## src/rtl/fir_mean_ctrl.sv

```systemverilog
// rtl/fir_mean_ctrl.sv - configuration sequencer and output qualifier for fir_mean_filt
//
// Accepts host writes of filter enable and tap code, and rejects illegal tap codes
// by setting a sticky error. It applies each accepted write with a one-cycle filter
// soft reset. It tags every input sample and masks filter outputs whose averaging
// window is incomplete or was in flight across a reconfiguration.
//
// Optional feature macro: FIR_MEAN_CTRL_STAT_EN (builds the dropped-output counter).
//
// Ports:
//   clk, rst                 clock, synchronous active-high reset
//   cfg_wr                   configuration write strobe
//   cfg_fir_en, cfg_fir_dec  requested enable and tap code (window = code + 1)
//   cfg_err_clr              clears cfg_err (and the drop counter when built)
//   cfg_busy                 high while a configuration is being applied/filled
//   cfg_err                  sticky illegal-tap-code flag
//   ivld                     input sample strobe shared with the filter
//   flt_soft_rst             one-cycle soft reset to the filter
//   flt_fir_en, flt_fir_dec  configuration driven to the filter
//   flt_ovld, flt_odata      raw filter output
//   ovld, odata              qualified, registered output
//   stat_drop_cnt            saturating count of masked filter outputs
module fir_mean_ctrl #(
  parameter int DATA_WD  = 16,
  parameter int DEC_WD   = 6,
  parameter int MAX_MEAN = 40,
  parameter int FLT_LAT  = 4   // must be >= 2
) (
  input  logic               clk,
  input  logic               rst,
  input  logic               cfg_wr,
  input  logic               cfg_fir_en,
  input  logic [DEC_WD-1:0]  cfg_fir_dec,
  input  logic               cfg_err_clr,
  output logic               cfg_busy,
  output logic               cfg_err,
  input  logic               ivld,
  output logic               flt_soft_rst,
  output logic               flt_fir_en,
  output logic [DEC_WD-1:0]  flt_fir_dec,
  input  logic               flt_ovld,
  input  logic [DATA_WD-1:0] flt_odata,
  output logic               ovld,
  output logic [DATA_WD-1:0] odata,
  output logic [15:0]        stat_drop_cnt
);

  typedef enum logic [1:0] {S_RUN, S_APPLY, S_FILL} state_t;

  localparam logic [DEC_WD:0] MAX_CODE = (DEC_WD+1)'(MAX_MEAN);

  state_t               state_q, state_d;
  logic                 fen_q, fen_d;
  logic [DEC_WD-1:0]    fdec_q, fdec_d;
  logic [DEC_WD-1:0]    fill_q, fill_d;
  logic                 err_q, err_d;
  logic [FLT_LAT-1:0]   tag_q, tag_d;
  logic                 ovld_q, ovld_d;
  logic [DATA_WD-1:0]   odata_q, odata_d;
  logic                 new_tag;
  logic                 clr_tags;
  logic                 wr_legal, wr_bad;

  assign wr_legal = cfg_wr & ({1'b0, cfg_fir_dec} < MAX_CODE);
  assign wr_bad   = cfg_wr & ~wr_legal;

  always_comb begin
    state_d  = state_q;
    fen_d    = fen_q;
    fdec_d   = fdec_q;
    fill_d   = fill_q;
    new_tag  = 1'b1;
    clr_tags = 1'b0;

    case (state_q)
      S_APPLY: begin
        // Everything in flight belongs to the old configuration or to the
        // filter's reset cycle, including this cycle's sample.
        clr_tags = 1'b1;
        fill_d   = '0;
        state_d  = fen_q ? S_FILL : S_RUN;
      end
      S_FILL: begin
        new_tag = 1'b0;
        if (ivld) begin
          if (fill_q >= fdec_q) begin
            new_tag = 1'b1;
            state_d = S_RUN;
          end
          fill_d = fill_q + 1'b1;
        end
      end
      default: new_tag = 1'b1;
    endcase

    // The filter-facing registers double as the shadow: loading them on the
    // write edge makes the new values visible in the APPLY cycle itself.
    if (wr_legal) begin
      fen_d   = cfg_fir_en;
      fdec_d  = cfg_fir_dec;
      state_d = S_APPLY;
    end

    tag_d = clr_tags ? '0 : {tag_q[FLT_LAT-2:0], new_tag};

    // Set wins over clear.
    err_d = wr_bad ? 1'b1 : (cfg_err_clr ? 1'b0 : err_q);

    ovld_d  = flt_ovld & tag_q[FLT_LAT-1];
    odata_d = flt_ovld ? flt_odata : odata_q;
  end

  always_ff @(posedge clk) begin
    if (rst) begin
      state_q <= S_RUN;
      fen_q   <= 1'b0;
      fdec_q  <= '0;
      fill_q  <= '0;
      err_q   <= 1'b0;
      tag_q   <= '1;
      ovld_q  <= 1'b0;
      odata_q <= '0;
    end else begin
      state_q <= state_d;
      fen_q   <= fen_d;
      fdec_q  <= fdec_d;
      fill_q  <= fill_d;
      err_q   <= err_d;
      tag_q   <= tag_d;
      ovld_q  <= ovld_d;
      odata_q <= odata_d;
    end
  end

  assign cfg_busy     = (state_q != S_RUN);
  assign cfg_err      = err_q;
  assign flt_soft_rst = (state_q == S_APPLY);
  assign flt_fir_en   = fen_q;
  assign flt_fir_dec  = fdec_q;
  assign ovld         = ovld_q;
  assign odata        = odata_q;

`ifdef FIR_MEAN_CTRL_STAT_EN
  logic [15:0] drop_q, drop_d;

  always_comb begin
    drop_d = drop_q;
    if (cfg_err_clr)
      drop_d = '0;
    else if (flt_ovld && !tag_q[FLT_LAT-1] && (drop_q != 16'hFFFF))
      drop_d = drop_q + 16'd1;
  end

  always_ff @(posedge clk) begin
    if (rst) drop_q <= '0;
    else     drop_q <= drop_d;
  end

  assign stat_drop_cnt = drop_q;
`else
  assign stat_drop_cnt = '0;
`endif

endmodule
```

## config.mk

```make
export PLATFORM = sky130hd
export DESIGN_NAME = fir_mean_ctrl
export DESIGN_NICKNAME = d
export VERILOG_FILES = /design/src/rtl/fir_mean_ctrl.sv
export SDC_FILE = /design/constraint.sdc
export NUM_CORES = 1
export LEC_CHECK = 0
export ABC_AREA = 1
export BUFFER_PORTS_ARGS = -buffer_cell sky130_fd_sc_hd__buf_4
export CORE_UTILIZATION = 47
export CTS_BUF_LIST = sky130_fd_sc_hd__clkbuf_16
export CTS_CLUSTER_DIAMETER = 60
export DETAILED_ROUTE_END_ITERATION = 12
export MAX_ROUTING_LAYER = met4
export PLACE_DENSITY_LB_ADDON = 0.05
export SLEW_MARGIN = 20
export SYNTH_ARGS = -nofsm -noshare
export SYNTH_HDL_FRONTEND = slang
export SYNTH_SLANG_ARGS = --single-unit
```

## constraint.sdc

```tcl
create_clock -name clk -period 1.5 [get_ports clk]
set_clock_uncertainty 0.1 [all_clocks]
set_input_delay 0.3 -clock clk [delete_from_list [all_inputs] [get_ports clk]]
set_output_delay 0.3 -clock clk [all_outputs]
set_load 0.03 [all_outputs]
```

# After elaboration in Yosys (flattened, before gate mapping)
# Cells that the tools add are included.
# Widths: inputs -> output; s select.
# word_totals
reg_bits	37
output_inout_bits	43
word_cells	44
# op_classes
n_addsub	1
n_lt_le_gt_ge	2
n_eq_ne	6
mux	14
bitwise_logic	4
n_reduce_logical	8
# op_table
cell	count
$pmux 6 s2	1
$mux 1	7
$add 6x1->6 const B	1
$ge 6x6->1	1
$lt 6x6->1 const B	1
$mux 2	3
$mux 6	1
$ne 3x3->1 const B	2
$reduce_and 3->1	2
$reduce_bool 2->1	3
$mux 4	1
$ne 2x2->1 const B	2
$pmux 2 s2	1
$and 1x1->1	3
$reduce_bool 3->1	1
$eq 2x1->1 const B	1
$eq 2x2->1 const B	1
$reduce_and 2->1	1
$reduce_or 2->1	1
$not 1->1	1

# Logic depth before layout (Yosys ltp)
# logic_depth
ltp_word	5
mapped_depth	12
depth_no_buf	12

# Worst setup path after synthesis
# No wires, ideal clock.
# synth_path
path_kind	register to register
start	register fdec_q[5], in the netlist flt_fir_dec[5]
end	register tag_q[0]
setup_ns	0.115
arrival_ns	1.358
required_time_ns	1.285
setup_slack_ns	-0.073
stages_incl_launch_ff	11
path_buffers	0
path_cell_list	dfxtp_1 inv_1 ha_1 nand2_1 inv_1 a21oi_1 nand2_1 nand2_1 nand2_1 nand2_1 nand2_1
# synth_between
elab_chain_len	5
# synth_rtl
element	line_no	rtl
start, declared	54	logic [DEC_WD-1:0] fdec_q, fdec_d;
start signal, assigned	117	fdec_q <= '0;
start signal, assigned	126	fdec_q <= fdec_d;
$ge 6x6->1	86	if (fill_q >= fdec_q) begin
$mux 1	86	
$mux 1	85	if (ivld) begin
$mux 1	75	case (state_q)
$mux 4	104	tag_d = clr_tags ? '0 : {tag_q[FLT_LAT-2:0], new_tag};
end signal, assigned	129	tag_q <= tag_d;
end, declared	57	logic [FLT_LAT-1:0] tag_q, tag_d;
# Every way passes these cells.
# A chain may end at the register's enable or synchronous reset.

# Worst setup path after layout
# layout_path
start	register state_q[1]
end	output port flt_soft_rst
# layout_between
elab_chain_len	1
# layout_rtl
element	line_no	rtl
start, declared	52	state_t state_q, state_d;
start signal, assigned	124	state_q <= state_d;
$eq 2x1->1	137	assign flt_soft_rst = (state_q == S_APPLY);
end, declared	38	output logic flt_soft_rst,
# Every way passes these cells.

==> metrics.txt <==
first-pass GRT wire length 5.306 mm; max-cap violation count 0; post-synthesis cell count 224; TritonCTS clock tree done; Multi-input gate area 799.5 µm²; GR Util All Layers 20.19%; io pins 72; Hold Path Class in2reg; period utilization 96.01%; crit-path max FO 9; Synth top area share 43.95%; Post-Syn Area 1685 µm²; Post-Synthesis Mean Instance Area 7.524 µm²; total CTS buffers 5; DRC 0; cell taking the most area after synthesis dfxtp_1; fin area 2330 µm²; hold_buf cts 0; Routed Wire Length 3.442 mm; H-tree depth 2; mean routed wirelength per cell 10.34 µm; min-delay src flt_odata[4]; Final #Nets 322; synth top area cells dfxtp_1 44%, nor2_1 9.1%, nand2_1 8.7%; top post-synthesis cells by count 41 x nor2_1, 39 x nand2_1, 37 x dfxtp_1; worst reg-to-reg setup slack 0.10 ns; total congestion overflow 0; Reg area 750.7 µm²; diode count 0; WP data required 1.10 ns; Core Area 3390 µm²; leak pwr 1.150 nW; vias per cell 4.486; initial antenna violation count 0; DRT Pass-1 Iters 4; Hold Violations, Final 0; Pwr Density 1138 nW/µm²; vias in the first global route 1283; largest net degree at the start of global routing 17; Synth async-reset ratio 0%; RSZ-0062 raised after global routing true; DP Area 2118 µm²; initial core utilization 49.72%; setup violators final 0; fin. max-slew vios 0; Die X 61.88 µm; Skew-Pair Late Insertion Delay 0.28 ns; launching point of the worst reg2reg path flt_fir_dec[3]; # fillers 325; CP Data Arrival Time 1.04 ns; ys flop type dfxtp_1; Setup crit end kind primary output; status finished clean; number of flops mapped to enable cells by yosys 0; Final Core Density 68.73%; top-count cell post-synth nor2_1; Via Count 1494; Yosys cell types 21; register bit total from synthesis 37; Routed Antenna Nets 0; worst reg2reg endpoint tag_q[0]; Port Buffers 55; Peak VDD IR 0.0007448 V; Rows 21; cells on worst reg2reg path 10; Achievable Freq 694.4 MHz; sequential element share of the synthesized area 43.95%; Critical Path Start Type register; Clk pin slew, worst setup/hold paths 0.05 ns; Max Buffers Root-to-Sink 2; Final min period 1.440 ns; die span in y 61.88 µm; layout cells sized above 1 32.75%; die footprint 3829 µm²; Iteration-0 DRC Markers 62; CTS Sinks 37; Post-CTS Setup Inserts 0; CTS root buf clkbuf_16; Min-Delay Path Depth 3; Hold EP odata[4]; Yosys warning count 0; post-DP HPWL 2.541 mm; CP Class reg2out; GP Congestion 0.7853; synth-to-layout area growth 38.23%
## worst max-delay path by stage
stage / startpoint / to / slack [ns] / cells after the start
floorplan: flt_fir_dec[5] / tag_q[0] / 0.04 / 10
global placement: flt_fir_dec[5] / tag_q[0] / 0.11 / 10
detailed placement: flt_fir_dec[5] / tag_q[0] / 0.07 / 10
CTS: state_q[0] / cfg_busy / -0.02 / 2
global route: flt_fir_dec[3] / tag_q[0] / -0.03 / 10
finish: state_q[1] / flt_soft_rst / 0.06 / 4
## repair_timing
item | 4_1_cts | 5_1_grt
hold endpoints to repair | 0 | 0
resized for setup | 2 | 9
pin swaps | 0 | 0
setup endpoints to repair | 2 | 4
cloned | 0 | 0
## routing by layer
| metal | vias to the layer above | global-route usage, % | share of wire [%] |
|---|---|---|---|
| met2 | 42 | 33.49 | 49 |
| met1 | 652 | 21.41 | 44 |
| li1 | 793 | - | - |
| met3 | 7 | 7.039 | 5.1 |
| met5 | - | - | 0 |
| met4 | 0 | 9.841 | 1.6 |
## stage by stage
stage          worst slack [ns]  TNS (ns)  power, W  std cells  hold WS (ns)
6_report                0.05991         0  0.002651        333        0.1424
5_1_grt                -0.03289  -0.03289  0.002769        333        0.1388
4_1_cts                -0.02146  -0.02146  0.002672        333        0.1386
3_5_place_dp            0.06778         0  0.001521        325        0.3063
3_3_place_gp             0.1075         0  0.001518        325        0.3049
2_1_floorplan           0.03744         0  0.001381        239        0.2960
## layout by cell type, fill, tap and decap left out, types with 2 or more instances in the layout
cell type,n
conb_1,16
nand2_1,38
nand2_2,2
inv_2,4
nor2_1,41
nor2_2,4
clkbuf_16,5
ha_1,5
nand2_4,2
dfxtp_2,5
nand3_1,3
inv_1,21
a21oi_1,12
dfxtp_1,31
o21ai_0,22
ha_4,2
o32ai_1,2
buf_4,61
nor2_4,2
## cell type report
type | count | area share, %
Sequential cell | 37 | 32.22
Inverter | 24 | 3.867
Clock buffer | 5 | 5.371
Multi-Input combinational cell | 156 | 34.32
Tap cell | 46 | 2.470
Clock inverter | 3 | 1.611
Timing Repair Buffer | 62 | 20.14
## worst max-delay path, stage by stage, from the launching register on
cell and delay [ns]:
dfxtp_2 0.36, inv_2 0.07, nand2_4 0.11, inv_1 0.05, buf_4 0.16
## where the power goes
part / leakage [nW] / total, W / internal [W] / switching (W)
Clock: 0.0826 / 0.00114 / 0.000771 / 0.000371
Sequential: 0.308 / 0.00106 / 0.00104 / 0.0000269
Combinational: 0.760 / 0.000445 / 0.000165 / 0.000280
## state kept, by name, indices dropped and copies added (netlist names)
signal / cells
flt_fir_dec: 6
fill_q: 6
ovld: 1
state_q: 2
tag_q: 4
cfg_err: 1
odata: 16
flt_fir_en: 1
## kinds of logic (layout without fill, tap and decap cells)
logic type               after synthesis  count (layout)  synth area share, %
AO/OA/AOI/OAI                         39              39                12.47
AND/OR/NAND/NOR                       94              94                23.90
adder cells (fa/ha/maj)                7               7                5.196
buffers and inverters                 46              94                14.25
other                                  1              16               0.2225
flip-flops                            37              37                43.95
Note: power is estimated with default switching activity, not from simulation.
